$ cat config.mk
export PLATFORM = sky130hd
export DESIGN_NAME = riscv_ifetch_flat
export DESIGN_NICKNAME = d
export VERILOG_FILES = /design/src/rtl/riscv_fetch_pkg.sv /design/src/rtl/riscv_ifetch_if.sv /design/src/rtl/fetch_fifo.sv /design/src/rtl/riscv_ifetch.sv /design/src/flat_wrapper.sv
export SDC_FILE = /design/constraint.sdc
export NUM_CORES = 1
export LEC_CHECK = 0
export BUFFER_PORTS_ARGS = -buffer_cell sky130_fd_sc_hd__buf_2
export CORE_UTILIZATION = 30
export DETAILED_ROUTE_END_ITERATION = 8
export MAX_ROUTING_LAYER = met4
export SLEW_MARGIN = 15
export SYNTH_ARGS = -nofsm -noshare
export SYNTH_HDL_FRONTEND = slang
export SYNTH_SLANG_ARGS = --single-unit
$ cat constraint.sdc
create_clock -name clk -period 3.6 [get_ports clk]
set_clock_uncertainty 0.2 [all_clocks]
set_input_delay 0.18 -clock clk [delete_from_list [all_inputs] [get_ports clk]]
set_output_delay 0.18 -clock clk [all_outputs]
set_load 0.005 [all_outputs]
$ cat src/rtl/riscv_fetch_pkg.sv
// Shared definitions for the instruction fetch slice.
// Contents: fetch FSM state enum, datapath widths, default reset PC,
// the prefetch FIFO entry type and a PC word-alignment helper.
package riscv_fetch_pkg;

  localparam int XLEN   = 32;
  localparam int INST_W = 32;

  localparam logic [XLEN-1:0] DEFAULT_RESET_PC = 32'h0000_0000;

  typedef enum logic [1:0] {
    ST_BOOT,
    ST_RUN,
    ST_DRAIN
  } fetch_state_e;

  typedef struct packed {
    logic [XLEN-1:0]   pc;
    logic [INST_W-1:0] inst;
  } fetch_entry_t;

  // Instructions are word aligned, so the two low PC bits are always zero.
  function automatic logic [XLEN-1:0] pc_align(input logic [XLEN-1:0] pc);
    return pc & ~XLEN'(3);
  endfunction

endpackage

$ cat src/rtl/riscv_ifetch_if.sv
// Bus bundle of the fetch unit: instruction-memory request/grant/response
// channel plus the valid/ready instruction channel towards decode.
//   imem_req/imem_addr      fetch -> memory, read request and word address
//   imem_gnt                memory -> fetch, request accepted
//   imem_rvalid/imem_rdata  memory -> fetch, in-order read response
//   inst_valid/pc/data      fetch -> decode, head of the prefetch buffer
//   inst_ready              decode -> fetch, head consumed
// master: the fetch unit side. slave: memory + decode side.
interface riscv_ifetch_if;
  import riscv_fetch_pkg::*;

  logic              imem_req;
  logic [XLEN-1:0]   imem_addr;
  logic              imem_gnt;
  logic              imem_rvalid;
  logic [INST_W-1:0] imem_rdata;
  logic              inst_valid;
  logic              inst_ready;
  logic [XLEN-1:0]   inst_pc;
  logic [INST_W-1:0] inst_data;

  modport master (
    output imem_req, imem_addr,
    input  imem_gnt, imem_rvalid, imem_rdata,
    output inst_valid, inst_pc, inst_data,
    input  inst_ready
  );

  modport slave (
    input  imem_req, imem_addr,
    output imem_gnt, imem_rvalid, imem_rdata,
    input  inst_valid, inst_pc, inst_data,
    output inst_ready
  );

endinterface

$ cat src/rtl/fetch_fifo.sv
// Synchronous prefetch FIFO holding {pc, inst} entries.
//   clk, rst_n   clock, asynchronous active-low reset
//   i_push       write i_entry at the tail
//   i_entry      entry to write
//   i_pop        remove the head (ignored when empty)
//   i_flush      drop every entry; wins over push/pop
//   o_count      number of stored entries
//   o_valid      head entry present
//   o_head       head entry, driven straight from storage flops
// Push and pop in the same cycle at full occupancy is legal.
module fetch_fifo
  import riscv_fetch_pkg::*;
#(
  parameter int DEPTH = 2,
  parameter int CW    = $clog2(DEPTH) + 1
) (
  input  logic         clk,
  input  logic         rst_n,
  input  logic         i_push,
  input  fetch_entry_t i_entry,
  input  logic         i_pop,
  input  logic         i_flush,
  output logic [CW-1:0] o_count,
  output logic         o_valid,
  output fetch_entry_t o_head
);

  localparam int AW = $clog2(DEPTH);

  fetch_entry_t  r_mem [DEPTH];
  logic [AW-1:0] r_rdPtr;
  logic [AW-1:0] r_wrPtr;
  logic [CW-1:0] r_count;
  logic          w_pop;

  assign w_pop = i_pop && (r_count != '0);

  // Storage is cleared on reset so the head reads as all-zero until the
  // first push. DEPTH is a power of two, so pointers wrap naturally.
  always_ff @(posedge clk or negedge rst_n) begin
    if (!rst_n) begin
      r_rdPtr <= '0;
      r_wrPtr <= '0;
      r_count <= '0;
      for (int i = 0; i < DEPTH; i++) begin
        r_mem[i] <= '0;
      end
    end else if (i_flush) begin
      r_rdPtr <= '0;
      r_wrPtr <= '0;
      r_count <= '0;
    end else begin
      if (i_push) begin
        r_mem[r_wrPtr] <= i_entry;
        r_wrPtr        <= r_wrPtr + AW'(1);
      end
      if (w_pop) begin
        r_rdPtr <= r_rdPtr + AW'(1);
      end
      r_count <= r_count + CW'(i_push) - CW'(w_pop);
    end
  end

  assign o_count = r_count;
  assign o_valid = (r_count != '0);
  assign o_head  = r_mem[r_rdPtr];

endmodule

$ cat src/rtl/riscv_ifetch.sv
// Instruction fetch unit in front of the single-cycle RISC-V datapath.
// Issues pipelined word reads, buffers returned words with their PCs and
// hands them to decode; a redirect flushes the buffer and drops every
// response still in flight.
//   clk, rst_n       clock, asynchronous active-low reset
//   redirect_valid   taken branch/jump this cycle
//   redirect_pc      new fetch PC (low two bits ignored)
//   bus              riscv_ifetch_if.master: imem and decode channels
module riscv_ifetch
  import riscv_fetch_pkg::*;
#(
  parameter logic [XLEN-1:0] RESET_PC = DEFAULT_RESET_PC,
  parameter int              DEPTH    = 2
) (
  input  logic            clk,
  input  logic            rst_n,
  input  logic            redirect_valid,
  input  logic [XLEN-1:0] redirect_pc,
  riscv_ifetch_if.master  bus
);

  localparam int          CW    = $clog2(DEPTH) + 1;
  localparam logic [CW:0] LIMIT = (CW + 1)'(DEPTH);

  fetch_state_e    r_state;
  logic [XLEN-1:0] r_fetchPc;
  logic [XLEN-1:0] r_respPc;
  logic [CW-1:0]   r_outstanding;
  logic [CW-1:0]   r_discardCnt;

  logic [CW-1:0]   w_count;
  logic            w_fifoValid;
  fetch_entry_t    w_head;
  fetch_entry_t    w_pushEntry;
  logic            w_pop;
  logic            w_req;
  logic            w_grant;
  logic            w_rsp;
  logic            w_keep;
  logic [CW:0]     w_occupancy;
  logic [CW-1:0]   w_outAfterRsp;
  logic [CW-1:0]   w_outstandingNext;
  logic [CW-1:0]   w_discardNext;
  logic [XLEN-1:0] w_redirectPc;

  assign w_redirectPc = pc_align(redirect_pc);
  assign w_pop        = w_fifoValid & bus.inst_ready;

  // Every granted request eventually needs a FIFO slot, so buffered plus
  // in-flight entries (less the one leaving this cycle) bound the issue.
  assign w_occupancy = {1'b0, r_outstanding} + {1'b0, w_count} - {{CW{1'b0}}, w_pop};
  assign w_req       = (r_state != ST_BOOT) && !redirect_valid && (w_occupancy < LIMIT);
  assign w_grant     = w_req & bus.imem_gnt;
  assign w_rsp       = bus.imem_rvalid;

  // Responses are kept only when no older stale response is pending and
  // no redirect is flushing the buffer in this very cycle.
  assign w_keep        = w_rsp && (r_discardCnt == '0) && !redirect_valid;
  assign w_outAfterRsp = r_outstanding - CW'(w_rsp);

  assign w_outstandingNext = r_outstanding + CW'(w_grant) - CW'(w_rsp);

  // On redirect every response not yet returned becomes stale; this
  // already includes any that were being discarded before.
  always_comb begin
    w_discardNext = r_discardCnt;
    if (redirect_valid) begin
      w_discardNext = w_outAfterRsp;
    end else if (w_rsp && (r_discardCnt != '0)) begin
      w_discardNext = r_discardCnt - CW'(1);
    end
  end

  always_ff @(posedge clk or negedge rst_n) begin
    if (!rst_n) begin
      r_state       <= ST_BOOT;
      r_fetchPc     <= RESET_PC;
      r_respPc      <= RESET_PC;
      r_outstanding <= '0;
      r_discardCnt  <= '0;
    end else begin
      r_outstanding <= w_outstandingNext;
      r_discardCnt  <= w_discardNext;
      case (r_state)
        ST_BOOT:          r_state <= ST_RUN;
        ST_RUN, ST_DRAIN: r_state <= (w_discardNext != '0) ? ST_DRAIN : ST_RUN;
        default:          r_state <= ST_BOOT;
      endcase
      if (redirect_valid) begin
        r_fetchPc <= w_redirectPc;
        r_respPc  <= w_redirectPc;
      end else begin
        if (w_grant) begin
          r_fetchPc <= r_fetchPc + XLEN'(4);
        end
        if (w_keep) begin
          r_respPc <= r_respPc + XLEN'(4);
        end
      end
    end
  end

  assign w_pushEntry.pc   = r_respPc;
  assign w_pushEntry.inst = bus.imem_rdata;

  fetch_fifo #(
    .DEPTH (DEPTH),
    .CW    (CW)
  ) u_fifo (
    .clk     (clk),
    .rst_n   (rst_n),
    .i_push  (w_keep),
    .i_entry (w_pushEntry),
    .i_pop   (w_pop),
    .i_flush (redirect_valid),
    .o_count (w_count),
    .o_valid (w_fifoValid),
    .o_head  (w_head)
  );

  assign bus.imem_req   = w_req;
  assign bus.imem_addr  = r_fetchPc;
  assign bus.inst_valid = w_fifoValid;
  assign bus.inst_pc    = w_head.pc;
  assign bus.inst_data  = w_head.inst;

endmodule

$ cat src/flat_wrapper.sv
// flat-port wrapper written by rule: the top's interface ports become plain ports
module riscv_ifetch_flat import riscv_fetch_pkg::*;
#(
  parameter logic [XLEN-1:0] RESET_PC = DEFAULT_RESET_PC,
  parameter int              DEPTH    = 2
)
  (clk, rst_n, redirect_valid, redirect_pc, bus_imem_req, bus_imem_addr, bus_imem_gnt, bus_imem_rvalid, bus_imem_rdata, bus_inst_valid, bus_inst_pc, bus_inst_data, bus_inst_ready);
  riscv_ifetch_if bus_i ();
  input  logic clk;
  input  logic rst_n;
  input  logic redirect_valid;
  input  logic [XLEN-1:0] redirect_pc;
  output wire logic [$bits(bus_i.imem_req)-1:0] bus_imem_req;
  output wire logic [$bits(bus_i.imem_addr)-1:0] bus_imem_addr;
  input wire logic [$bits(bus_i.imem_gnt)-1:0] bus_imem_gnt;
  input wire logic [$bits(bus_i.imem_rvalid)-1:0] bus_imem_rvalid;
  input wire logic [$bits(bus_i.imem_rdata)-1:0] bus_imem_rdata;
  output wire logic [$bits(bus_i.inst_valid)-1:0] bus_inst_valid;
  output wire logic [$bits(bus_i.inst_pc)-1:0] bus_inst_pc;
  output wire logic [$bits(bus_i.inst_data)-1:0] bus_inst_data;
  input wire logic [$bits(bus_i.inst_ready)-1:0] bus_inst_ready;
  assign bus_imem_req = bus_i.imem_req;
  assign bus_imem_addr = bus_i.imem_addr;
  assign bus_i.imem_gnt = bus_imem_gnt;
  assign bus_i.imem_rvalid = bus_imem_rvalid;
  assign bus_i.imem_rdata = bus_imem_rdata;
  assign bus_inst_valid = bus_i.inst_valid;
  assign bus_inst_pc = bus_i.inst_pc;
  assign bus_inst_data = bus_i.inst_data;
  assign bus_i.inst_ready = bus_inst_ready;
  riscv_ifetch #(.RESET_PC(RESET_PC), .DEPTH(DEPTH)) u_core (.clk(clk), .rst_n(rst_n), .redirect_valid(redirect_valid), .redirect_pc(redirect_pc), .bus(bus_i));
endmodule
[Word level (Yosys, flattened, before mapping)]
Cells that the tools add are included.
Storage, ports and cells
  bits in registers: 202
  word-level logic and storage cells: 73
  input bits: 70
  output and inout port bits: 98
Operators by class
  order comparisons: 4
  equal/unequal tests: 2
  reduce and logical (&&, ||, !) cells: 19
  muxes and demuxes: 19
  add/sub/neg operators: 12
  bitwise gates (word level): 5
Operator list (count)
  $mux 64: 4
  $bwmux 128: 1
  $mux 32: 4
  $add 32x3->32 const B: 2
  $demux 64 s1: 1
  $reduce_bool 2->1: 7
  $mux 2: 4
  $logic_and 1x1->1: 7
  $sub 2x1->2: 3
  $add 2x1->2: 2
  $ge 2x2->1 const B: 2
  $logic_not 2->1: 2
  $mux 1: 4
  $not 1->2: 2
  $pmux 2 s2: 1
  $add 2x2->3: 1
  $lt 3x2->1 const B: 1
  $sub 3x1->3: 1
  $add 1x1->1 const B: 2
  $and 1x1->1: 2
  $eq 2x1->1 const B: 1
  $eq 2x2->1 const B: 1
  $lt 2x1->1 const B: 1
  $reduce_and 2->1: 1
  other kinds (4): 4

[Logic depth before layout (Yosys ltp)]
Gate-level depths: netlist of run 1.
  word-level depth: 8
  mapped depth: 14
  mapped depth without buffers: 12

[Cells and area by module]
A second synthesis of run 1 with hierarchy kept.
Unflattened totals
  cells, all modules: 781
  area, all modules: 9862.0 um^2
Modules (own cells, without submodules)
  fetch_fifo: area an instance 6073.3 um^2, seq. area each 3303.2 um^2, cells each 361, instances 1
  riscv_ifetch: area an instance 3788.6 um^2, seq. area each 1651.6 um^2, cells each 420, instances 1

[Least setup slack after synthesis of run 1]
Ideal clock, no wire load.
  path kind: reg-to-reg
  start point: register u_core.u_fifo.r_count[1], in the netlist u_core.u_fifo.o_count[1]
  end point: register u_core.r_fetchPc[6], in the netlist u_core.bus.imem_addr[6]
  data required time: 3.264 ns
  cell stages (with the launch flop): 15
  period minus slack after synthesis: 3.116 ns
  slack: 0.484 ns
  path buffers: 2
  arrival: 2.780 ns
  library setup time: 0.136 ns
  cells stage by stage: dfrtp_1 -> inv_1 -> nand2_1 -> and2_1 -> ha_1 -> nand2b_1 -> fa_1 -> xnor2_1 -> or4_1 -> buf_4 -> inv_6 -> nor2_1 -> buf_2 -> o21ai_0 -> o311ai_1
On the way
  longest elaborated chain between the ends: 7
  elaborated cells between the ends (all ways): 8
  classes of those cells: add/sub (2); order compare (1); bitwise (2); reduce/logical (3)
Ends and longest elaborated chain
  start: declaration: RTL line fetch_fifo.sv:33  | logic [CW-1:0] r_count;
  start signal: assignment: RTL line fetch_fifo.sv:60  | r_count <= r_count + CW'(i_push) - CW'(w_pop);
  $reduce_bool 2->1: RTL line fetch_fifo.sv:65  | assign o_valid = (r_count != '0);
  net bus_inst_valid: RTL line flat_wrapper.sv:18  | output wire logic [$bits(bus_i.inst_valid)-1:0] bus_inst_valid;
  $and 1x1->1: RTL line riscv_ifetch.sv:47  | assign w_pop = w_fifoValid & bus.inst_ready;
  $sub 3x1->3: RTL line riscv_ifetch.sv:51  | assign w_occupancy = {1'b0, r_outstanding} + {1'b0, w_count} - {{CW{1'b0}}, w_pop};
  $lt 3x2->1: RTL line riscv_ifetch.sv:52  | assign w_req = (r_state != ST_BOOT) && !redirect_valid && (w_occupancy < LIMIT);
  $logic_and 1x1->1: RTL line riscv_ifetch.sv:52
  $and 1x1->1: RTL line riscv_ifetch.sv:53  | assign w_grant = w_req & bus.imem_gnt;
  $reduce_bool 2->1 (no source line)
  end signal: assignment: RTL line riscv_ifetch.sv:90  | r_fetchPc <= w_redirectPc;
  end signal: assignment: RTL line riscv_ifetch.sv:94  | r_fetchPc <= r_fetchPc + XLEN'(4);
  end: declaration: RTL line riscv_ifetch.sv:26  | logic [XLEN-1:0] r_fetchPc;
The timed path passes the listed nets, and every way through them passes these cells.
A chain may end at the register's enable or synchronous reset.

[Worst setup path in the final report of run 1]
  start point: register u_core.u_fifo.r_count[1], in the netlist u_core.u_fifo.o_count[1]
  end point: register u_core.r_fetchPc[31], in the netlist u_core.bus.imem_addr[31]
On the way
  longest elaborated chain between the ends: 7
  elaborated cells between the ends (all ways): 8
  classes of those cells: add/sub (2); order compare (1); bitwise (2); reduce/logical (3)
Ends and longest elaborated chain (RTL line)
  parallel branches: the longest is 2 deep, another holds $add 2x2->3
  $sub 3x1->3 (*): riscv_ifetch.sv:51
  $lt 3x2->1 (*): riscv_ifetch.sv:52
  $logic_and 1x1->1 (*): riscv_ifetch.sv:52
  $and 1x1->1 (*): riscv_ifetch.sv:53
  $reduce_bool 2->1 (no source line) (*)
Every way passes the cells marked *.

==> results by group, run 1 <==
Outcome
  – Status: complete, no violations

Clock tree
  – CTS tree: done
  – CTS buffer count: 17
  – H-tree depth: 4
  – Clock-pin slew on the worst setup and hold paths: around 0.09 ns
  – # clock sinks: between 150 and 200
  – Clock tree buffer depth: 2
  – Post-CTS Setup Bufs: 0
  – Worst skew pair latency: between 0.4 and 0.5 ns
  – Root buffer cell: clkbuf_16

Power and ir drop
  – Sw Pwr: 2694 uW
  – Pint: approximately 5500 uW
  – Flop pwr share: between 40% and 50%
  – Net Sw Frac: approximately 33%
  – Lkg Pwr: approximately 0.0053 uW
  – Clock power frac: about a quarter
  – Worst vdd ir: roughly 350 uV
  – Power Dens Cells: ~690 nW/um2
  – Gate power share: 34.6%

Logic synthesis
  – Post-synthesis register bit count: 194
  – Top FF cell, synth: dfrtp_1
  – Sequential fraction of the synthesis area: 52.16%
  – Mapped cell area: 9308 um2
  – Netlist cell types: roughly 50
  – Mapped Cells: 768
  – Syn avg cell area: 12.12 um2
  – Synth warnings: 0
  – EDFF count, synth: 0
  – Async SR Flop Fraction: 100.0%

Floorplan
  – Die Area: 31730 um2
  – Core box area: just over 30000 um2
  – Row cnt: 64
  – Initial Util: 30.43%
  – I/O Pins: between 150 and 200
  – Die W: 178.1 um
  – Die height: between 150 and 200 um

Setup path
  – Reg-to-Reg End: u_core.bus.imem_addr[31]
  – FF-to-FF Start: u_core.u_fifo.o_count[1]
  – Critical path endpoint category: flip-flop
  – Worst reg2reg path depth: 11
  – Crit path required time: roughly 3.8 ns
  – Reg-to-reg slack, setup: between 0.2 and 0.25 ns
  – CP Cell Sequence: inv_1 -> nand2_1 -> and2_1 -> ha_1 -> nand2b_1 -> fa_1 -> xnor2_1 -> or4_1 -> buf_6 -> or4_1 -> nand3_1
  – Max Fanout on Critical Path: 27
  – Arr. time, crit path: ~3.6 ns
  – Biggest cell delay along the critical path: between 0.6 and 0.7 ns
  – Critical path's slowest cell: or4_1
  – Startpoint Class: flip-flop
  – Crit path kind: flip-flop to flip-flop
  – Most frequent CP cell: or4_1

STA
  – Max Freq: approximately 290 MHz
  – Min Tclk post-route: 3.399 ns
  – Final hold viol count: 0
  – Period utilization: between 90% and 100%
  – Final TNS setup: 0 ns
  – Max_slew headroom: around two fifths
  – RSZ-0062 raised after global routing: no
  – Final setup viols: 0
  – Slew @ Worst Pin: approximately 0.93 ns
  – Max Slew Vio Count: 0

Detailed routing
  – Per-cell routed wire length: approximately 17 um
  – Via density per instance: roughly 5
  – Initial DRC Count: roughly 250
  – DR DRC count: 0
  – Routed Antenna Nets: 0
  – Via count: about 6800
  – Final WL: ~23000 um
  – Pre-antenna DRT Iters: 5

GRT
  – Global Route Usage Sum: ~16%
  – First-pass GRT wire length: around 37000 um
  – Vias in the first global route: a little under 7000
  – Grt total ovfl: 0
  – Largest net degree at the start of global routing: 94
  – Initial antenna violation count: 1

Worst hold path
  – HP Class: input port to async pin

Layout
  – Diodes inserted: 0
  – Post-layout nets: 1070
  – Share of cells above drive strength 1: between 40% and 50%
  – Finished Layout Cells: about 1400
  – Area Growth Syn to Fin: 27.15%

Place
  – RD Place Congestion: around 0.86
  – Placed Cells: about 1300
  – Placed wire-length estimate: about 16000 um
  – PortBufs: between 150 and 200

Job
  – MaxCap Viol Count: 0
cells in the final DEF, fill, tap and decap left out, drive strengths merged, types with 22 or more instances in the layout:
| cell type | synthesis | final |
|---|---|---|
| nor2 | 24 | 24 |
| mux2 | 193 | 193 |
| buf | 24 | 171 |
| o21ai | 38 | 38 |
| dlygate4sd3 | 0 | 66 |
| inv | 19 | 27 |
| dfrtp | 194 | 194 |
| xor2 | 22 | 22 |
| nand2 | 59 | 59 |
| nand3 | 26 | 26 |
| nand4 | 26 | 26 |
area by class of cell:
type / instances / area [um2]
fillers: 2962 / 18750
multi-input cells: 518 / 4204
clock buffers: 18 / 439.2
repair buffers: 238 / 1587
clock inverters: 14 / 177.7
well taps: 396 / 495.5
flip-flops and latches: 194 / 4856
inverters: 19 / 76.32
cell usage after synthesis, drive strengths merged, types with 14 or more instances:
| master | n | share of area [%] |
|---|---|---|
| buf | 24 | 1.4 |
| clkbuf | 16 | 0.65 |
| dfrtp | 194 | 52 |
| inv | 19 | 0.82 |
| mux2 | 193 | 23 |
| nand2 | 59 | 2.4 |
| nand3 | 26 | 1.6 |
| nand4 | 26 | 1.7 |
| nor2 | 24 | 0.99 |
| o211ai | 14 | 1.1 |
| o21ai | 38 | 2.0 |
| o311ai | 15 | 1.4 |
| xnor2 | 16 | 1.5 |
| xor2 | 22 | 2.1 |
power groups by stage:
stage | sequential, uW | clock (uW) | combinational (uW)
floorplan | 3250 | 0 | 1840
global placement | 3380 | 0 | 2750
detailed placement | 3420 | 0 | 2800
CTS | 3380 | 2040 | 2880
global route | 3500 | 2130 | 3150
finish | 3370 | 1970 | 2830
worst max-delay path, delay by kind of cell (launching register included):
family / cells / cell delay, ns
flops: 1 / 0.39
simple gates: 6 / 1.63
xor+xnor: 1 / 0.15
buf+inv: 2 / 0.32
fa+ha+maj: 2 / 0.64
cells by family after synthesis:
kind of cell | Yosys count | synth area share (%)
buffers and inverters | 59 | 2.904
adder cells (fa/ha/maj) | 12 | 1.694
multiplexers | 196 | 23.67
XOR/XNOR | 38 | 3.576
other | 1 | 0.04029
AND/OR/NAND/NOR | 180 | 9.975
flip-flops | 194 | 52.16
AO/OA/AOI/OAI | 88 | 5.982
how the worst max path moves through the flow:
stage	slack, ns	to	startpoint
floorplan	0.48	u_core.bus.imem_addr[6]	u_core.u_fifo.o_count[1]
global placement	0.07	u_core.bus.imem_addr[13]	u_core.u_fifo.o_count[1]
finish	0.20	u_core.bus.imem_addr[31]	u_core.u_fifo.o_count[1]
CTS	0.16	u_core.bus.imem_addr[31]	u_core.u_fifo.o_count[1]
global route	0.02	u_core.bus.imem_addr[26]	u_core.u_fifo.o_count[1]
detailed placement	0.04	u_core.bus.imem_addr[5]	u_core.u_fifo.o_count[1]
metal layers:
layer / vias up / routed length [um] / GRT usage (%)
met2: 197 / 10490 / 23.59
met4: 0 / 224 / 3.953
met5: - / 0 / -
met1: 3364 / 11590 / 21.58
met3: 16 / 1147 / 3.005
li1: 3221 / - / -
per-stage QoR:
stage               cell area [um2]  utilization [%]  total power, uW  hold slack (ns)  worst slack [ns]
finish                        11840            38.69             8165           0.1887            0.2009
global route                  11840            38.69             8784           0.2298           0.01777
CTS                           11830            38.68             8294           0.1964            0.1613
detailed placement            10550            34.49             6220           0.1230           0.03503
global placement              10550            34.49             6135           0.1235           0.07348
floorplan                      9319                -             5089          -0.3156            0.4842
flip-flops by register name, indices dropped and copies added, names as in the netlist:
register and count:
u_core.u_fifo.r_rdPtr 1, u_core.u_fifo.r_wrPtr 1, u_core.r_discardCnt 2, u_core.r_state 2
u_core.u_fifo.r_mem 124, u_core.r_respPc 30, u_core.r_outstanding 2, u_core.u_fifo.o_count 2
u_core.bus.imem_addr 30
timing repair:
| action | in CTS | in global routing |
|---|---|---|
| hold endpoints to repair | 217 | 0 |
| endpoints found under the setup margin | 1 | 1 |
| pin swaps | 0 | 0 |
| hold buffers | 66 | 0 |
| resized for setup | 1 | 1 |
No activity file was read; power rests on OpenSTA's default activity.
==> inputs of run 2 (changes only) <==
ABC_AREA = 1   (was not set)
CTS_CLUSTER_SIZE = 20   (was not set)
==> run 2 against run 1 <==
  * Synthesized cell count rose by 84%
  * Die area rose by 11%
  * Sequential share of layout area fell by 3.0 points
  * Largest power group unchanged
  * Critical path type unchanged
  * Sequential cell count did not move
==> results by group, run 2 <==
Floorplan
  – Core box area: 33700 um2 (was 30590 um2)
  – I/O Pins: 168 (unchanged)
  – Die W: 187.5 um (was 178.1 um)
  – Die height: 187.5 um (was 178.1 um)
  – Row cnt: 67 (was 64)
  – Initial Util: 30.62% (was 30.43%)
  – Die Area: 35140 um2 (was 31730 um2)

GRT
  – Initial antenna violation count: 0 (was 1)
  – Grt total ovfl: 0 (unchanged)
  – Vias in the first global route: 8733 (was 6817)
  – First-pass GRT wire length: 46090 um (was 37200 um)
  – Largest net degree at the start of global routing: 84 (was 94)
  – Global Route Usage Sum: 16.92% (was 15.69%)

Clock tree
  – CTS buffer count: 17 (unchanged)
  – Post-CTS resize count: 0 (was 1)
  – Clock-pin slew on the worst setup and hold paths: 0.07 ns (was 0.09 ns)
  – Post-CTS Setup Bufs: 0 (unchanged)
  – # clock sinks: 194 (unchanged)
  – Hold buffers post-CTS: 68 (was 66)
  – Worst skew pair latency: 0.43 ns (was 0.45 ns)
  – H-tree depth: 4 (unchanged)
  – CTS tree: done (unchanged)
  – Root buffer cell: clkbuf_16 (unchanged)
  – Clock tree buffer depth: 2 (unchanged)

Power and ir drop
  – Pint: 5330 uW (was 5471 uW)
  – Power Dens Cells: 671.1 nW/um2 (was 689.9 nW/um2)
  – Clock power frac: 23.2% (was 24.1%)
  – Total power: 8564 uW (was 8165 uW)
  – Net Sw Frac: 37.77% (was 32.99%)
  – Gate power share: 35.3% (was 34.6%)
  – Sw Pwr: 3235 uW (was 2694 uW)
  – Flop pwr share: 41.5% (was 41.3%)
  – Worst vdd ir: 329.5 uV (was 350.7 uV)
  – Lkg Pwr: 0.006647 uW (was 0.005311 uW)

Layout
  – Diodes inserted: 0 (unchanged)
  – Final instance area: 12760 um2 (was 11840 um2)
  – Area Growth Syn to Fin: 23.68% (was 27.15%)
  – Most frequent cells in the layout: nand2_1, dfrtp_1, buf_2 (was mux2_2, dfrtp_1, buf_2)
  – Reg area: 4856 um2 (unchanged)
  – Max reg flops: 124 (unchanged)
  – Finished Layout Cells: 2085 (was 1397)
  – Reg with most FFs: u_core.u_fifo.r_mem (unchanged)
  – Multi-input gate area: 4537 um2 (was 4204 um2)
  – Leading cell type in the layout, fill and taps excluded: nand2_1
  – Share of cells above drive strength 1: 14.42% (was 40.96%)
  – Post-layout nets: 1706 (was 1070)
  – Fillers: 3496 (was 2962)

Detailed routing
  – Initial DRC Count: 721 (was 246)
  – Via count: 9427 (was 6798)
  – Via density per instance: 4.521 (was 4.866)
  – Per-cell routed wire length: 13.61 um (was 16.79 um)
  – Pre-antenna DRT Iters: 5 (unchanged)
  – DR DRC count: 0 (unchanged)
  – Final WL: 28390 um (was 23460 um)
  – Routed Antenna Nets: 0 (unchanged)

Place
  – Placed wire-length estimate: 19740 um (was 15580 um)
  – Cell Area, Placed: 11480 um2 (was 10550 um2)
  – RD Place Congestion: 0.8875 (was 0.8579)
  – Place WS: 0.4373 ns (was 0.03503 ns)
  – Placed Cells: 1985 (was 1299)
  – PortBufs: 161 (unchanged)

Logic synthesis
  – Largest cells by area after synthesis: dfrtp_1, nand2_1, o21ai_0 (was dfrtp_1, mux2_2, nand2_1)
  – Most common cell in the netlist: nand2_1 (was dfrtp_1)
  – Synth area leader: dfrtp_1 (unchanged)
  – Synth warnings: 0 (unchanged)
  – Mapped cell area: 10320 um2 (was 9308 um2)
  – Mapped Cells: 1416 (was 768)
  – Netlist cell types: 37 (was 49)
  – Async SR Flop Fraction: 100.0% (unchanged)
  – Synth cell count leaders: nand2_1, dfrtp_1, inv_1, o21ai_0, nor2_1 (was dfrtp_1, mux2_2, nand2_1, o21ai_0, nand4_1)
  – Top FF cell, synth: dfrtp_1 (unchanged)
  – Sequential fraction of the synthesis area: 47.05% (was 52.16%)
  – Post-synthesis register bit count: 194 (unchanged)
  – Synth top area share: 47.05% (was 52.16%)
  – Syn avg cell area: 7.286 um2 (was 12.12 um2)
  – EDFF count, synth: 0 (unchanged)

STA
  – Fin worst setup slack: 0.4454 ns (was 0.2009 ns)
  – Slew @ Worst Pin: 0.7995 ns (was 0.9252 ns)
  – RSZ-0062 raised after global routing: no (unchanged)
  – Final TNS setup: 0 ns (unchanged)
  – Min Tclk post-route: 3.155 ns (was 3.399 ns)
  – Max_slew headroom: 46.70% (was 38.32%)
  – Max Freq: 317.0 MHz (was 294.2 MHz)
  – Final hold viol count: 0 (unchanged)
  – Final setup viols: 0 (unchanged)
  – Max Slew Vio Count: 0 (unchanged)
  – Period utilization: 87.63% (was 94.42%)

Job
  – MaxCap Viol Count: 0 (unchanged)

Setup path
  – Worst Path Buf+Inv: 4 (was 2)
  – Biggest cell delay along the critical path: 0.45 ns (was 0.62 ns)
  – Crit path required time: 3.70 ns (was 3.79 ns)
  – Crit path kind: flip-flop to flip-flop (unchanged)
  – CP Cell Sequence: inv_1 -> nand2_1 -> nand2_1 -> inv_1 -> ha_1 -> or2_2 -> fa_1 -> inv_1 -> nor3_4 -> nand3_4 -> clkinv_2 -> ha_1 -> xor2_1 (was inv_1 -> nand2_1 -> and2_1 -> ha_1 -> nand2b_1 -> fa_1 -> xnor2_1 -> or4_1 -> buf_6 -> or4_1 -> nand3_1)
  – Setup crit start: u_core.u_fifo.o_count[1] (unchanged)
  – Critical path's slowest cell: fa_1 (was or4_1)
  – Max Fanout on Critical Path: 27 (unchanged)
  – Most frequent CP cell: inv_1 (was or4_1)
  – Top delay family on crit path: adder cells (was simple AND/OR/NAND/NOR gates)
  – FF-to-FF Start: u_core.u_fifo.o_count[1] (unchanged)
  – Reg-to-reg slack, setup: 0.45 ns (was 0.20 ns)
  – Arr. time, crit path: 3.26 ns (was 3.59 ns)
  – Critical path endpoint category: flip-flop (unchanged)
  – Startpoint Class: flip-flop (unchanged)

Outcome
  – Status: complete, no violations (unchanged)

Worst hold path
  – HP Class: input port to async pin (unchanged)
run 2: cell types whose count changed in the layout (fill, tap and decap cells not counted), moves of 8 or more:
cell and change:
and3_1 -11, inv_1 +129, mux2_2 -193, nand2_1 +561, nand3_1 +33, nand4_1 -24, nor2_1 +62, o21ai_0 +104
o21ai_1 +20, o311ai_0 -8, xnor2_1 -10
run 2: routing by layer:
metal	GRT usage, %	part of all wire [%]	vias up
met4	3.752	1.3	0
met5	-	0	-
met1	24.17	50	4335
met2	24.96	43	291
met3	2.814	5.4	22
li1	-	-	4779
run 2: stage by stage:
step / util [%] / hold WS [ns]
final: 37.87 / 0.1531
after detailed placement: 34.06 / 0.06976
after global placement: 34.06 / 0.06702
after CTS: 37.87 / 0.1778
after floorplan: - / -0.3156
after global routing: 37.87 / 0.1886
run 2: final timing paths:
check / to / cells after the start
max reg2reg: u_core.r_outstanding[1] / 13
min reg2reg: u_core.u_fifo.r_mem[86] / 2
max in group asynchronous: u_core.u_fifo.r_mem[4] / 3
min in group clk: u_core.u_fifo.r_mem[86] / 2
min: u_core.u_fifo.r_mem[23] / 2
max: u_core.r_outstanding[1] / 13
run 2: cell families (layout without fill, tap and decap cells):
kind of cell	count (synthesis)	after routing	synth area share, %
compound gates	182	182	9.217
simple gates	795	795	31.05
xor+xnor	24	24	2.037
fa+ha+maj	12	12	1.528
flops	194	194	47.05
buf+inv	208	426	9.083
other cells	1	4	0.03635
run 2: cell type report:
cell class,instances,area share [%]
Multi-Input combinational cell,1017,35.55
Tap cell,448,4.393
Clock buffer,20,3.500
Sequential cell,194,38.05
Inverter,152,4.500
Timing Repair Buffer,242,12.78
Clock inverter,12,1.226
run 2: power by group through the flow:
stage	clock (uW)	combinational [uW]	sequential, uW
floorplan	0	1920	3450
finish	1990	3020	3560
global placement	0	2940	3550
CTS	2030	3060	3540
detailed placement	0	3000	3570
global route	2120	3480	3670
run 2: worst reg2reg max path, delay by kind of cell, from the launching register on:
kind / cells / cell delay [ns]
xor gates and xnor gates: 1 / 0.15
DFF: 1 / 0.39
buffers and inverters: 4 / 0.61
adders and majority gates: 3 / 1.05
and+or+nand+nor: 5 / 0.64
==> inputs of run 3 (changes only) <==
CORE_UTILIZATION = 57   (was 30)
PLACE_DENSITY = 0.8   (was not set)
==> run 3 against run 2 <==
  * Register-to-register slack improved by 0.05 ns
  * Via count rose by 2.3%
  * The flow now finishes with violations (design-rule violations)
  * Final cell count fell by 11%
  * Final area fell by 2.6%
==> results by group, run 3 (synthesis gave the netlist of run 2 again) <==
Outcome
  – Status: finished with violations (was complete, no violations)
  – Failing checks: design-rule violations

STA
  – RSZ-0062 raised after global routing: no (unchanged)
  – Period utilization: 86.21% (was 87.63%)
  – Final setup viols: 0 (unchanged)
  – Min Tclk post-route: 3.103 ns (was 3.155 ns)
  – Max_slew headroom: 23.84% (was 46.70%)
  – Slew @ Worst Pin: 1.142 ns (was 0.7995 ns)
  – Max Freq: 322.2 MHz (was 317.0 MHz)
  – Max Slew Vio Count: 0 (unchanged)
  – Final TNS setup: 0 ns (unchanged)
  – Final hold viol count: 0 (unchanged)

Floorplan
  – I/O Pins: 168 (unchanged)
  – Row cnt: 48 (was 67)
  – Die height: 136.5 um (was 187.5 um)
  – Die W: 136.5 um (was 187.5 um)
  – Core box area: 17480 um2 (was 33700 um2)
  – Die Area: 18640 um2 (was 35140 um2)
  – Initial Util: 59.03% (was 30.62%)

Power and ir drop
  – Worst vdd ir: 404.4 uV (was 329.5 uV)
  – Power Dens Cells: 683.6 nW/um2 (was 671.1 nW/um2)
  – Lkg Pwr: 0.006623 uW (was 0.006647 uW)

Clock tree
  – Clock tree buffer depth: 2 (unchanged)
  – # clock sinks: 194 (unchanged)
  – Post-CTS Setup Bufs: 0 (unchanged)
  – CTS tree: done (unchanged)
  – H-tree depth: 4 (unchanged)
  – Worst skew pair latency: 0.44 ns (was 0.43 ns)
  – Root buffer cell: clkbuf_16 (unchanged)
  – Clock-pin slew on the worst setup and hold paths: 0.07 ns (about the same)
  – CTS buffer count: 17 (unchanged)

Layout
  – Diodes inserted: 0 (unchanged)
  – Max reg flops: 124 (unchanged)
  – Share of cells above drive strength 1: 14.26% (was 14.42%)
  – Finished Layout Cells: 1859 (was 2085)
  – Area Growth Syn to Fin: 20.52% (was 23.68%)
  – Post-layout nets: 1703 (was 1706)
  – Most frequent cells in the layout: nand2_1, dfrtp_1, buf_2 (unchanged)
  – Fillers: 1394 (was 3496)
  – Leading cell type in the layout, fill and taps excluded: nand2_1 (unchanged)
  – Reg with most FFs: u_core.u_fifo.r_mem (unchanged)
  – Final Util: 71.15% (was 37.87%)

Detailed routing
  – Final WL: 26160 um (was 28390 um)
  – Per-cell routed wire length: 14.07 um (was 13.61 um)
  – Initial DRC Count: 821 (was 721)
  – Via count: 9640 (was 9427)
  – Routed Antenna Nets: 0 (unchanged)
  – DR DRC count: 1 (was 0)
  – Via density per instance: 5.186 (was 4.521)
  – Pre-antenna DRT Iters: 8 (was 5)

Setup path
  – Max Fanout on Critical Path: 18 (was 27)
  – Reg-to-reg slack, setup: 0.50 ns (was 0.45 ns)
  – Crit path kind: flip-flop to flip-flop (unchanged)
  – Startpoint Class: flip-flop (unchanged)
  – Reg-to-Reg End: u_core.bus.imem_addr[16] (was u_core.r_outstanding[1])
  – FF-to-FF Start: u_core.u_fifo.o_count[1] (unchanged)
  – Crit path required time: 3.73 ns (was 3.70 ns)
  – Critical path endpoint category: flip-flop (unchanged)
  – Arr. time, crit path: 3.23 ns (was 3.26 ns)
  – Worst reg2reg path depth: 16 (was 13)

GRT
  – Vias in the first global route: 8804 (was 8733)
  – Initial antenna violation count: 0 (unchanged)
  – Grt total ovfl: 0 (unchanged)
  – Global Route Usage Sum: 29.97% (was 16.92%)
  – First-pass GRT wire length: 42030 um (was 46090 um)
  – Largest net degree at the start of global routing: 126 (was 84)

Place
  – Placed wire-length estimate: 17690 um (was 19740 um)
  – RD Place Congestion: 0.9203 (was 0.8875)
  – PortBufs: 161 (unchanged)
  – Placed Cells: 1759 (was 1985)

Worst hold path
  – HP Class: input port to async pin (unchanged)

Job
  – MaxCap Viol Count: 0 (unchanged)
run 3: worst max-delay path, cell delays in order, from the launching register on:
cell and delay, ns:
dfrtp_1 0.40, inv_1 0.09, nand2_1 0.06, nand2_1 0.09, inv_1 0.07, ha_1 0.27, or2_2 0.30, fa_1 0.49
inv_1 0.07, nor3_4 0.16, nand3_4 0.15, nand2_4 0.20, inv_2 0.18, nand2_1 0.10, nand2_1 0.05, inv_1 0.05
nand2_1 0.04
run 3: worst max-delay path by stage:
stage                             start                        to  cells after the start
3_5_place_dp   u_core.u_fifo.o_count[1]  u_core.bus.imem_addr[16]                     16
3_3_place_gp   u_core.u_fifo.o_count[1]  u_core.bus.imem_addr[14]                     16
5_1_grt        u_core.u_fifo.o_count[1]  u_core.bus.imem_addr[16]                     16
6_report       u_core.u_fifo.o_count[1]  u_core.bus.imem_addr[16]                     16
2_1_floorplan  u_core.u_fifo.o_count[1]   u_core.r_outstanding[1]                     14
4_1_cts        u_core.u_fifo.o_count[1]  u_core.bus.imem_addr[16]                     16
run 3: area by class of cell:
type,count,area [um2],area share [%]
tap,225,281.5,2.264
timing repair buffer,239,1583,12.73
clock buffer,20,446.7,3.592
inverter,152,574.3,4.619
sequential,194,4856,39.05
clock inverter,12,156.4,1.258
multi-input combinational,1017,4537,36.49
run 3: what timing repair did:
item / 4_1_cts / 5_1_grt
hold endpoints to repair: 208 / 0
hold buffers: 68 / 0
gates resized for setup: 0 / 0
run 3: report_power, final:
part | internal [uW] | switching [uW]
Clock | 1110 | 842
Sequential | 3000 | 570
Combinational | 1210 | 1770
run 3: metal layers:
metal	part of all wire (%)	wire [um]	vias up	track usage, %
met2	48	12570	321	48.51
met3	6.1	1583	35	4.259
met1	44	11540	4508	39.12
li1	-	-	4776	-
met4	1.8	461	0	9.259
met5	0	0	-	-
run 3: metrics by stage:
step / instance area, um2 / total power, uW / hold WS, ns / worst slack (ns)
floorplan: 10330 / 5374 / -0.3156 / 0.7821
global placement: 11150 / 6337 / 0.06480 / 0.6329
detailed placement: 11150 / 6488 / 0.06654 / 0.5425
CTS: 12430 / 8504 / 0.1640 / 0.4880
global route: 12430 / 9148 / 0.1932 / 0.2639
finish: 12430 / 8500 / 0.1315 / 0.4965
